`src/rtl/irq_ctrl.sv`:
```
// Single-level interrupt controller: synchronised edge-triggered sources, pending/mask
// registers, and an IDLE/ASSERT/SERVICE handshake with the CPU (ack, then EOI).
module irq_ctrl #(
    parameter int         NSRC        = 4,
    parameter logic [3:0] SPURIOUS_ID = 4'hF
) (
    input  logic            clk,
    input  logic            rst,
    input  logic [NSRC-1:0] src,
    input  logic            ack,
    input  logic [1:0]      addr,
    input  logic            wr,
    input  logic [15:0]     wdata,
    output logic [15:0]     rdata,
    output logic            irq
);

    typedef enum logic [1:0] {
        IDLE    = 2'd0,
        ASSERT  = 2'd1,
        SERVICE = 2'd2
    } state_t;

    logic [NSRC-1:0] sync1_q, sync2_q, prev_q;
    logic [NSRC-1:0] pend_q, pend_d, mask_q, mask_d;
    logic [NSRC-1:0] edges, active, ackSel, pendClr;
    logic [1:0]      warm_q;
    logic            causeValid_q;
    logic [3:0]      causeId_q, ackId;
    logic            ackHit, takeAck, pendWr, maskWr, eoiWr;
    state_t          state_q;
    logic            irq_q;

    assign edges   = sync2_q & ~prev_q;
    assign active  = pend_q & mask_q;
    assign pendWr  = wr && (addr == 2'd0);
    assign maskWr  = wr && (addr == 2'd1);
    assign eoiWr   = wr && (addr == 2'd3) && (state_q == SERVICE);
    assign takeAck = ack && (state_q == ASSERT);
    assign irq     = irq_q;

    always_comb begin
        ackId  = '0;
        ackSel = '0;
        ackHit = 1'b0;
        for (int i = NSRC - 1; i >= 0; i--) begin
            if (active[i]) begin
                ackId     = 4'(i);
                ackSel    = '0;
                ackSel[i] = 1'b1;
                ackHit    = 1'b1;
            end
        end
    end

    // A new edge on a bit always beats a software or ack clear of that bit.
    always_comb begin
        pendClr = '0;
        if (pendWr) begin
            pendClr = wdata[NSRC-1:0];
        end
        if (takeAck) begin
            pendClr = pendClr | ackSel;
        end
        pend_d = (pend_q & ~pendClr) | edges;
        mask_d = maskWr ? wdata[NSRC-1:0] : mask_q;
    end

    // Until the synchroniser has filled after reset, prev follows what sync2 is about to
    // hold, so a line already high at reset release is not mistaken for a rising edge.
    always_ff @(posedge clk) begin
        if (rst) begin
            sync1_q <= '0;
            sync2_q <= '0;
            prev_q  <= '0;
            warm_q  <= '0;
            pend_q  <= '0;
            mask_q  <= '0;
        end else begin
            sync1_q <= src;
            sync2_q <= sync1_q;
            prev_q  <= warm_q[1] ? sync2_q : sync1_q;
            warm_q  <= {warm_q[0], 1'b1};
            pend_q  <= pend_d;
            mask_q  <= mask_d;
        end
    end

    // Withdrawal looks at next-cycle PEND/MASK so a clear lands in IDLE before a later ack.
    always_ff @(posedge clk) begin
        if (rst) begin
            state_q      <= IDLE;
            irq_q        <= 1'b0;
            causeValid_q <= 1'b0;
            causeId_q    <= '0;
        end else begin
            case (state_q)
                IDLE: begin
                    if (|active) begin
                        state_q <= ASSERT;
                        irq_q   <= 1'b1;
                    end
                end
                ASSERT: begin
                    if (ack) begin
                        state_q      <= SERVICE;
                        irq_q        <= 1'b0;
                        causeValid_q <= ackHit;
                        causeId_q    <= ackHit ? ackId : SPURIOUS_ID;
                    end else if (!(|(pend_d & mask_d))) begin
                        state_q <= IDLE;
                        irq_q   <= 1'b0;
                    end
                end
                SERVICE: begin
                    if (eoiWr) begin
                        state_q <= IDLE;
                    end
                end
                default: begin
                    state_q <= IDLE;
                    irq_q   <= 1'b0;
                end
            endcase
        end
    end

    always_comb begin
        case (addr)
            2'd0:    rdata = 16'(pend_q);
            2'd1:    rdata = 16'(mask_q);
            2'd2:    rdata = {causeValid_q, 11'b0, causeId_q};
            default: rdata = 16'h0000;
        endcase
    end

endmodule

```
`config.mk`:
```
export PLATFORM = sky130hd
export DESIGN_NAME = irq_ctrl
export DESIGN_NICKNAME = d
export VERILOG_FILES = /design/src/rtl/irq_ctrl.sv
export SDC_FILE = /design/constraint.sdc
export NUM_CORES = 1
export LEC_CHECK = 0
export CAP_MARGIN = 30
export CORE_ASPECT_RATIO = 0.6
export CORE_MARGIN = 1
export CORE_UTILIZATION = 45
export DETAILED_ROUTE_END_ITERATION = 8
export HOLD_SLACK_MARGIN = 0.1
export PLACE_DENSITY = 0.78
export SLEW_MARGIN = 20
export SYNTH_ARGS = -nofsm -noshare
export SYNTH_HDL_FRONTEND = slang
export SYNTH_SLANG_ARGS = --single-unit
```
`constraint.sdc`:
```
create_clock -name clk -period 1.7 [get_ports clk]
set_input_delay 0.17 -clock clk [delete_from_list [all_inputs] [get_ports clk]]
set_output_delay 0.17 -clock clk [all_outputs]
set_load 0.02 [all_outputs]
```
[Word-level counts from Yosys, hierarchy flattened]
Index checks and enable logic that the tools add are counted.
W data, S select, Z words.
Word-level totals
  register bits after elaboration: 30
  input bits: 26
  output and inout port bits: 17
  word-level logic and storage cells: 68
Operators by class
  equal/unequal tests: 8
  mux-type cells: 28
  bitwise logic cells: 9
  reductions and logical operators: 12
Operator list (number)
  $mux W4: 12
  $pmux W16 S3: 1
  $and A4 B4 Y4: 4
  $mux W2: 5
  $mux W1: 8
  $not A4 Y4: 2
  $or A4 B4 Y4: 2
  $reduce_or A4 Y1: 2
  $eq A2 B2 Y1 const B: 3
  $pmux W2 S3: 1
  $reduce_and A3 Y1: 2
  $logic_and A1 B1 Y1: 5
  $eq A2 B1 Y1 const B: 2
  $logic_not A2 Y1: 2
  $ne A2 B2 Y1 const B: 2
  $ne A3 B3 Y1 const B: 1
  $pmux W1 S3: 1
  $reduce_and A2 Y1: 1
  $not A1 Y1: 1

[Logic depth before layout (Yosys ltp)]
Gate-level depths: netlist of the first run.
  depth in word-level cells: 15
  gate-level depth with buffers: 6

[Worst setup path before layout of the first run]
OpenSTA, ideal clock, no wires.
  kind: reg-to-reg
  start point: reg state_q[1]
  end point: reg irq_q, in the netlist irq
  setup time: 0.073 ns
  data arrival time: 1.416 ns
  required time: 1.627 ns
  path slack: 0.211 ns
  cell stages (with the launch flop): 7
  cells stage by stage: dfxtp_1 and3b_1 buf_6 and4b_4 o32a_1 o221a_4 o211ai_2
Between the ends
  cells in the longest elaborated chain, start to end: 10
  elaborated cells on any way between the ends: 15
  those cells by class: eq/ne (4); mux (2); bitwise (5); reduce/logical (4)
Ends and longest elaborated chain
  from (decl): RTL line 31  | state_t state_q;
  from (signal assigned): RTL line 92  | state_q <= IDLE;
  from (signal assigned): RTL line 100  | state_q <= ASSERT;
  from (signal assigned): RTL line 106  | state_q <= SERVICE;
  $eq A2 B1 Y1: RTL line 39, 97
  $logic_and A1 B1 Y1: RTL line 39  | assign takeAck = ack && (state_q == ASSERT);
  $mux W4: RTL line 62  | if (takeAck) begin
  $not A4 Y4: RTL line 65  | pend_d = (pend_q & ~pendClr) | edges;
  $and A4 B4 Y4: RTL line 65
  $or A4 B4 Y4: RTL line 65
  $and A4 B4 Y4: RTL line 110  | end else if (!(|(pend_d & mask_d))) begin
  $reduce_or A4 Y1: RTL line 110
  $ne A3 B3 Y1 (no source line)
  $reduce_and A3 Y1 (no source line)
  to (signal assigned): RTL line 107  | irq_q <= 1'b0;
  to (signal assigned): RTL line 112  | irq_q <= 1'b0;
  to (signal assigned): RTL line 122  | irq_q <= 1'b0;
  to (decl): RTL line 32  | logic irq_q;
Several ways; a longest one is shown, not always the timed one.
A chain may end at the register's enable or synchronous reset.

[Final worst setup path of the first run]
  start point: reg mask_q[1]
  end point: reg irq_q, in the netlist irq
Between the ends
  cells in the longest elaborated chain, start to end: 12
  elaborated cells on any way between the ends: 15
  those cells by class: eq/ne (2); mux (4); bitwise (6); reduce/logical (3)
Ends and longest elaborated chain
  from (decl): RTL line 25  | logic [NSRC-1:0] pend_q, pend_d, mask_q, mask_d;
  from (signal assigned): RTL line 85  | mask_q <= mask_d;
  $and A4 B4 Y4: RTL line 35  | assign active = pend_q & mask_q;
  $mux W4 (2 in a row): RTL line 47  | if (active[i]) begin
  $or A4 B4 Y4: RTL line 63  | pendClr = pendClr | ackSel;
  $mux W4: RTL line 62
  $not A4 Y4: RTL line 65
  $and A4 B4 Y4: RTL line 65
  $or A4 B4 Y4: RTL line 65
  $and A4 B4 Y4: RTL line 110
  $reduce_or A4 Y1: RTL line 110
  $ne A3 B3 Y1 (no source line)
  $reduce_and A3 Y1 (no source line) (*)
Mark *: on every way between the ends. The rest lies on a longest branch, timed or not.

==> results of run 1 <==
-- per-stage QoR --
stage | hold slack [ps] | instance area, µm² | TNS, ps | util, %
CTS | 440 | 1690 | 0 | 64.1
detailed placement | 437 | 1590 | -1820 | 60.3
floorplan | 298 | 1350 | 0 | -
global placement | 423 | 1590 | -1370 | 60.3
finish | 443 | 1700 | 0 | 64.8
global route | 443 | 1700 | 0 | 64.8
-- registers in the layout, indices dropped and copies added, names as in the netlist --
| register | cells |
|---|---|
| prev_q | 4 |
| irq | 1 |
| sync1_q | 4 |
| warm_q | 2 |
| causeValid_q | 1 |
| sync2_q | 4 |
| causeId_q | 3 |
| mask_q | 4 |
| pend_q | 4 |
| state_q | 2 |
-- synthesized netlist by cell type --
| cell | number | share of area (%) |
|---|---|---|
| sky130_fd_sc_hd__o211ai_2 | 1 | 0.95 |
| sky130_fd_sc_hd__nor3b_1 | 1 | 0.57 |
| sky130_fd_sc_hd__buf_2 | 1 | 0.38 |
| sky130_fd_sc_hd__nand3_1 | 3 | 1.1 |
| sky130_fd_sc_hd__a21boi_0 | 1 | 0.57 |
| sky130_fd_sc_hd__nand4b_1 | 1 | 0.67 |
| sky130_fd_sc_hd__and4b_4 | 1 | 1.0 |
| sky130_fd_sc_hd__nor2b_1 | 10 | 4.8 |
| sky130_fd_sc_hd__nand2_1 | 9 | 2.6 |
| sky130_fd_sc_hd__nor3_1 | 1 | 0.38 |
| sky130_fd_sc_hd__and3b_1 | 2 | 1.3 |
| sky130_fd_sc_hd__buf_6 | 1 | 0.86 |
| sky130_fd_sc_hd__a22oi_1 | 1 | 0.57 |
| sky130_fd_sc_hd__o221a_4 | 1 | 1.5 |
| sky130_fd_sc_hd__mux2i_1 | 14 | 11 |
| sky130_fd_sc_hd__nand4bb_1 | 2 | 1.7 |
| sky130_fd_sc_hd__or4_2 | 1 | 0.67 |
| sky130_fd_sc_hd__dfxtp_1 | 29 | 44 |
| sky130_fd_sc_hd__conb_1 | 1 | 0.29 |
| sky130_fd_sc_hd__a32oi_1 | 3 | 2.0 |
| sky130_fd_sc_hd__o32a_1 | 1 | 0.76 |
| sky130_fd_sc_hd__nor2_1 | 17 | 4.9 |
| sky130_fd_sc_hd__a222oi_1 | 1 | 0.76 |
| sky130_fd_sc_hd__o21ai_1 | 1 | 0.38 |
| sky130_fd_sc_hd__and2b_2 | 2 | 1.3 |
| sky130_fd_sc_hd__inv_1 | 4 | 1.1 |
| sky130_fd_sc_hd__a21oi_1 | 3 | 1.1 |
| sky130_fd_sc_hd__buf_4 | 12 | 6.9 |
| sky130_fd_sc_hd__nand3b_1 | 3 | 1.7 |
| sky130_fd_sc_hd__a31oi_1 | 2 | 0.95 |
| sky130_fd_sc_hd__o21ai_0 | 5 | 1.9 |
| sky130_fd_sc_hd__clkbuf_1 | 4 | 1.1 |
-- final cells by class --
type,instances,area (µm²)
Inverter,4,15.0
Clock inverter,2,35.0
Timing Repair Buffer,37,324
Sequential cell,29,582
Tap cell,32,40.0
Multi-Input combinational cell,98,637
Fill cell,232,926
Clock buffer,5,68.8
-- critical path: stages (launching register included) --
cell and delay [ps]:
sky130_fd_sc_hd__dfxtp_2 350, sky130_fd_sc_hd__a222oi_1 440, sky130_fd_sc_hd__and4b_4 300, sky130_fd_sc_hd__o32a_1 170, sky130_fd_sc_hd__o221a_4 190, sky130_fd_sc_hd__o211ai_2 80
-- power breakdown --
part	internal (mW)	switching [mW]	total, mW	leakage [nW]
clock	0.425	0.254	0.679	0.0540
sequential	0.706	0.0189	0.725	0.238
combinational	0.0894	0.0890	0.178	0.439
-- layer usage --
layer / GRT usage (%) / vias to the layer above
li1: - / 530
met5: 0 / -
met3: 7.67 / 3
met2: 27.7 / 49
met4: 7.84 / 0
met1: 25.8 / 489
-- logic make-up (layout without fill, tap and decap cells) --
family	count (synthesis)	after routing	share of synthesized area, %
compound gates	20	20	11.5
simple gates	53	53	22.8
buf+inv	22	48	10.4
other cells	1	11	0.286
flops	29	29	44.3
mux	14	14	10.7
-- worst max-delay path by stage --
| stage | cells after the start | slack (ps) | startpoint | end |
|---|---|---|---|---|
| after detailed placement | 5 | -310 | addr[1] | rdata[2] |
| after global routing | 5 | 4 | addr[0] | rdata[0] |
| final | 5 | 60 | mask_q[1] | irq |
| after global placement | 7 | -210 | addr[0] | irq |
| after CTS | 5 | 10 | addr[1] | rdata[0] |
| after floorplan | 6 | 210 | state_q[1] | irq |
-- repair_timing --
item                                    4_1_cts  5_1_grt
cloned                                        0        0
setup buffers                                 0        1
endpoints found under the setup margin        5        6
gates resized for setup                       8        3
pin swaps                                     0        2
hold buffers                                  0        0
==> results.txt, run 1 <==
* Status: complete, no violations
- Remaining DRCs: 0
* Most frequent standard cell in the layout excluding fill and tap cells: sky130_fd_sc_hd__dfxtp_1
* Worst Hold Path Cells: 2
- The startpoint identified for the worst register-to-register timing path is mask_q[1].
- Average cell area after synthesis: 9.43 µm²
* Via total after detailed routing: 1071
- Core Region: 2630 µm²
* Post-synthesis register bit count: 29
- Number of CTS-inserted buffers: 5
- For this run, the top clock speed supported by timing is just over 600 MHz.
* H-tree depth: 2
- Total length of routed wires: 2.81 mm
- In the final design database the tool counted ~200 nets.
- STA classifies the critical path endpoint as a register.
- Final number of hold-violating endpoints: 0
* Number of optimization iterations in the first detailed-route pass: 5
- Entering global routing, the biggest net connects 29 pins.
* Die Y-Extent: approximately 44 µm
- Max-cap check violation count: 0
- Clock insertion delay at the later pin of the skew report: about 280 ps
- Counting I/O delays and the setup requirement, the final critical path takes between 1500 and 2000 ps.
- The worst setup path is launched from a register.
* Clock root buffer master: sky130_fd_sc_hd__clkbuf_8
* Antenna cell count: 0
- Summing every instance area after synthesis gives around 1300 µm².
* Total power divided by cell area: ~930 nW/µm²
- Overall power: between 1.5 and 2 mW
- During I/O placement, the number of pins put on the boundary was 43.
- Endpoint of the worst hold-timing path: sync1_q[0]
* Leakage power total: ~0.73 nW
- Clk sinks: 29
- STA puts the critical path data required time at between 1500 and 2000 ps.
- The die covers approximately 3100 µm².
* Number of antenna violations at the first check in global routing: 0
- At the end of routability-driven placement, the weighted congestion stood at 0.881.
- Wire length per cell after detailed routing: about 14 µm
* Maximum count of clock buffers along a single path: 2
- Setup violations remaining at the end of the flow were counted as 0.
* Placed Cells incl. Taps: 199
* Count of nets left with antenna violations after detail routing: 0
- TritonCTS built the clock tree.
* Finished Layout Cells: approximately 210
* Minimum setup slack among reg-to-reg paths: 60 ps
- Across the VDD grid, the largest voltage drop is approximately 500 µV.
* CP Data Arrival Time: roughly 1800 ps
- Number of cells on the worst reg-to-reg path: 5
- Compared with the post-synthesis result, the final layout area differs by 29.8%.
* Via/cell ratio: between 5 and 6
- Critical path fanouts, max: 6
- Clock-pin slew of the registers on the worst-case setup and hold paths: ~60 ps
* DRT iter0 DRCs: 70
- Sequential cells were found to cover between 40% and 50% of the synthesized design area.
- Synth Instances: between 100 and 150
- Fin crit share: roughly 97%
- Overall routing resource usage: roughly 19%
* Library cells used by synthesis: 32
- Routed met2 length: roughly 1.2 mm
* Worst clock skew on the final layout: approximately 4.4 ps
- OpenSTA, run right after detailed placement, puts the worst setup slack at -314 ps.
* Kind of critical path: reg2reg
- The min-delay analysis places its worst path in the category in2reg.
- For this configuration, the core starts out at a cell density of 49.9%.
* Die width: a little over 70 µm
- Once routing completed, OpenROAD measured the worst setup slack at 57.5 ps.
- The total overflow left after global routing is 0.
- The first global-routing pass estimated ~4.4 mm of wire.
- Yosys printed 0 warnings.
- For this block, wires on met1 add up to approximately 1.3 mm.
* Number of standard-cell rows in the floorplan: 14
* Worst min-delay path startpoint: src[0]
* HPWL reported at the end of detailed placement: about 2.1 mm
- The highest layer touched by signal routing is met4.
- Number of global-route vias before repair: approximately 950
- Buffers placed on the I/O ports in this run total 19.
- Fin. max-slew vios: 0
- Metal3 WL: approximately 230 µm
* RR Endpoint: irq
- Unrepaired setup endpoints after global routing: false
- Leading cell types in the layout, fill and taps excluded: sky130_fd_sc_hd__dfxtp_1, sky130_fd_sc_hd__buf_4, sky130_fd_sc_hd__nor2_1
- Share of post-route cells with drive strength above 1: 19.4%
Power figures use the tool's default switching activity.
==> inputs of run 2 (changes only) <==
CORE_ASPECT_RATIO = 0.75   (was 0.6)
CORE_UTILIZATION = 47   (was 45)
CTS_BUF_LIST = sky130_fd_sc_hd__clkbuf_4 sky130_fd_sc_hd__clkbuf_8   (was not set)
PLACE_DENSITY = 0.81   (was 0.78)
==> results.txt, run 2 (synthesis results as in run 1) <==
- Max frequency: 620 MHz (was 609 MHz)
- The total routed wire length on the met1 layer came to 1.20 mm (was 1.34 mm).
- The number of inserted diodes came to 0 (unchanged).
- The element type at the critical path end is a primary output (was register).
* Class of the worst hold path: reg2reg (was in2reg)
- Number of standard-cell rows in the floorplan: 16 (was 14)
* Number of CTS-inserted buffers: 5 (unchanged)
- The portion of total power attributed to sequential cells was 46.1% (was 45.8%).
- Number of ports placed on the die boundary: 43 (unchanged)
- The destination of the worst register-to-register timing path is irq (unchanged).
- The pin count of the biggest net entering global routing was 29 (unchanged).
- The post-CTS repair timing setup buffer count is 0 (unchanged).
- The final cycle utilization of the critical path is 94.8% (was 96.6%).
- Max-cap check violation count: 0 (unchanged)
- The net total in the final layout is 199 (was 201).
- The power density relative to cell area came to 936 nW/µm² (was 930 nW/µm²).
- Cell-by-cell listing of the critical path: clkdlybuf4s50_1, nor2b_4, nand2_1, o21ai_0, dlygate4sd2_1 (was a222oi_1, and4b_4, o32a_1, o221a_4, o211ai_2)
- The slowest cell on the critical path is sky130_fd_sc_hd__clkdlybuf4s50_1 (was sky130_fd_sc_hd__a222oi_1).
- Net load switching power: 0.355 mW (was 0.362 mW)
- The commonest non-fill, non-tap cell in the layout is sky130_fd_sc_hd__dfxtp_1 (unchanged).
- The number of buffers inserted by port buffering is 19 (unchanged).
- Final Critical Period: 1610 ps (was 1640 ps)
* Number of global-route vias before repair: 950 (was 948)
- Kind of critical path: in2out (was reg2reg)
- The first-pass GRT wire length came to 4.41 mm (was 4.38 mm).
- The initial antenna violation count came to 0 (unchanged).
- The number of sinks handled by clock tree synthesis came to 29 (unchanged).
- The number of instances on the worst hold path came to 1 (was 2).
* Top Layer Used: met4 (unchanged)
- Total placed instance area: 1580 µm² (was 1590 µm²)
* DRT iter0 DRCs: 63 (was 70)
* Final number of hold-violating endpoints: 0 (unchanged)
- The placeable core region came to 2620 µm² (was 2630 µm²).
* CP startpoint kind: primary input (was register)
- Finished Layout Cells: 209 (was 207)
- Clock root buffer master: sky130_fd_sc_hd__clkbuf_8 (unchanged)
- The utilization of the core after routing is 64.1% (was 64.8%).
- Leakage power total: 0.718 nW (was 0.731 nW)
* Final-layout setup total negative slack: 0 ps (unchanged)
* Finished layout cell area: 1680 µm² (was 1700 µm²)
- Total length of routed wires: 2.60 mm (was 2.81 mm)
- Status: complete, no violations (unchanged).
* Data required time of the critical path: 1530 ps (was 1860 ps)
- The DRC violations left came to 0 (unchanged).
- The total via count after detailed routing came to 1064 (was 1071).
- Clock-pin slew of the registers on the worst-case setup and hold paths: 60 ps (about the same)
- The startpoint of the tightest hold check path is warm_q[0] (was src[0]).
- The placed instance count was 202 (was 199).
- The total length of routed met3 wires is 206 µm (was 225 µm).
- The internal portion of total power was 1.22 mW (about the same).
- Overall routing resource usage: 20.3% (was 19.2%)
- The count of final setup violators is 0 (unchanged).
* Number of optimization iterations in the first detailed-route pass: 4 (was 5)
- Signed area change from the synthesized netlist to the final layout: 28.1% (was 29.8%)
- The worst-case hold path end point is warm_q[1] (was sync1_q[0]).
* Number of cells on the worst reg-to-reg path: 5 (unchanged)
* Overflow after GRT: 0 (unchanged)
* Die width: 63.0 µm (was 71.7 µm)
* Fraction of power consumed by the clock network: 42.9% (about the same)
- Unrepaired setup endpoints after global routing: false (unchanged).
- The die outline area was 3010 µm² (was 3140 µm²).
- The share of cells above drive strength 1 was 19.7% (was 19.4%).
* Fin. max-slew vios: 0 (unchanged)
- Routed met2 length: 1.13 mm (was 1.23 mm)
- Combinational fraction of design power: 11.0% (was 11.3%)
- The weighted congestion reported at the end of routability-driven placement was 0.846 (was 0.881).
* Minimum setup slack among reg-to-reg paths: 100 ps (was 60 ps)
* HPWL reported at the end of detailed placement: 1.96 mm (was 2.14 mm)
- The initial cell density of the core is 50.0% (was 49.9%).
* Leading cell types in the layout, fill and taps excluded: sky130_fd_sc_hd__dfxtp_1, sky130_fd_sc_hd__nor2_1, sky130_fd_sc_hd__buf_4 (was sky130_fd_sc_hd__dfxtp_1, sky130_fd_sc_hd__buf_4, sky130_fd_sc_hd__nor2_1)
- Worst reg2reg startpoint: mask_q[1] (unchanged)
* Wire length per cell after detailed routing: 12.4 µm (was 13.6 µm)
- Worst clock skew on the final layout: 4.47 ps (was 4.39 ps)
- Count of nets left with antenna violations after detail routing: 0 (unchanged)
- The detailed-route vias per instance was 5.09 (was 5.17).
- The hold-fix buffer count after cts was 0 (unchanged).
- Clock insertion delay at the later pin of the skew report: 280 ps (about the same)
- The maximum fanout along the worst path was 7 (was 6).
- CP Data Arrival Time: 1440 ps (was 1810 ps)
- The H-tree depth reported by CTS is 2 (unchanged).
- Worst VDD drop: 639 µV (was 511 µV)
- The die boundary height was 47.7 µm (was 43.8 µm).
- Maximum count of clock buffers along a single path: 2 (unchanged)
- Clock tree from TritonCTS: built (unchanged)
- The critical path's largest stage delay came to 570 ps (was 440 ps).
* Switching Share: 22.6% (was 22.9%)
[run 2: routing by layer]
layer	GRT usage, %	up-vias
li1	-	524
met1	23.2	482
met2	34.2	51
met3	8.33	7
met4	10.2	0
met5	0	-
[run 2: final cells by class]
cell class | count | area (µm²)
tap | 36 | 45.0
sequential | 29 | 581
timing repair buffer | 35 | 295
clock inverter | 2 | 35.0
inverter | 4 | 15.0
fill | 242 | 942
multi-input combinational | 98 | 641
clock buffer | 5 | 68.8
[run 2: power groups by stage]
stage	combinational (mW)	clock [mW]	sequential, mW
finish	0.173	0.675	0.724
global route	0.188	0.731	0.727
CTS	0.171	0.698	0.724
detailed placement	0.172	0	0.739
global placement	0.168	0	0.737
floorplan	0.118	0	0.733
[run 2: worst max path at each step]
| stage | start | end | depth (start not counted) |
|---|---|---|---|
| after floorplan | state_q[1] | irq | 6 |
| after global placement | addr[0] | rdata[0] | 5 |
| after detailed placement | addr[0] | rdata[0] | 5 |
| after CTS | addr[1] | rdata[3] | 5 |
| after global routing | mask_q[1] | state_q[0] | 5 |
| final | addr[0] | rdata[0] | 5 |
[run 2: worst max-delay path: cells and delay by family]
kind | cells | cell delay (ps)
buf+inv | 2 | 920
compound gates | 1 | 70
simple gates | 2 | 280
[run 2: through the flow]
step | total power, mW | setup slack [ps] | hold WS [ps]
after global placement | 0.906 | -218 | 421
after floorplan | 0.851 | 211 | 298
after CTS | 1.59 | 25.3 | 433
after detailed placement | 0.911 | -295 | 422
after global routing | 1.65 | 0.778 | 438
final | 1.57 | 88.0 | 435
[run 2: repair_timing]
item	in CTS	in global routing
gates resized for setup	6	12
gates cloned	0	0
setup endpoints to repair	5	6
pin swaps	0	2
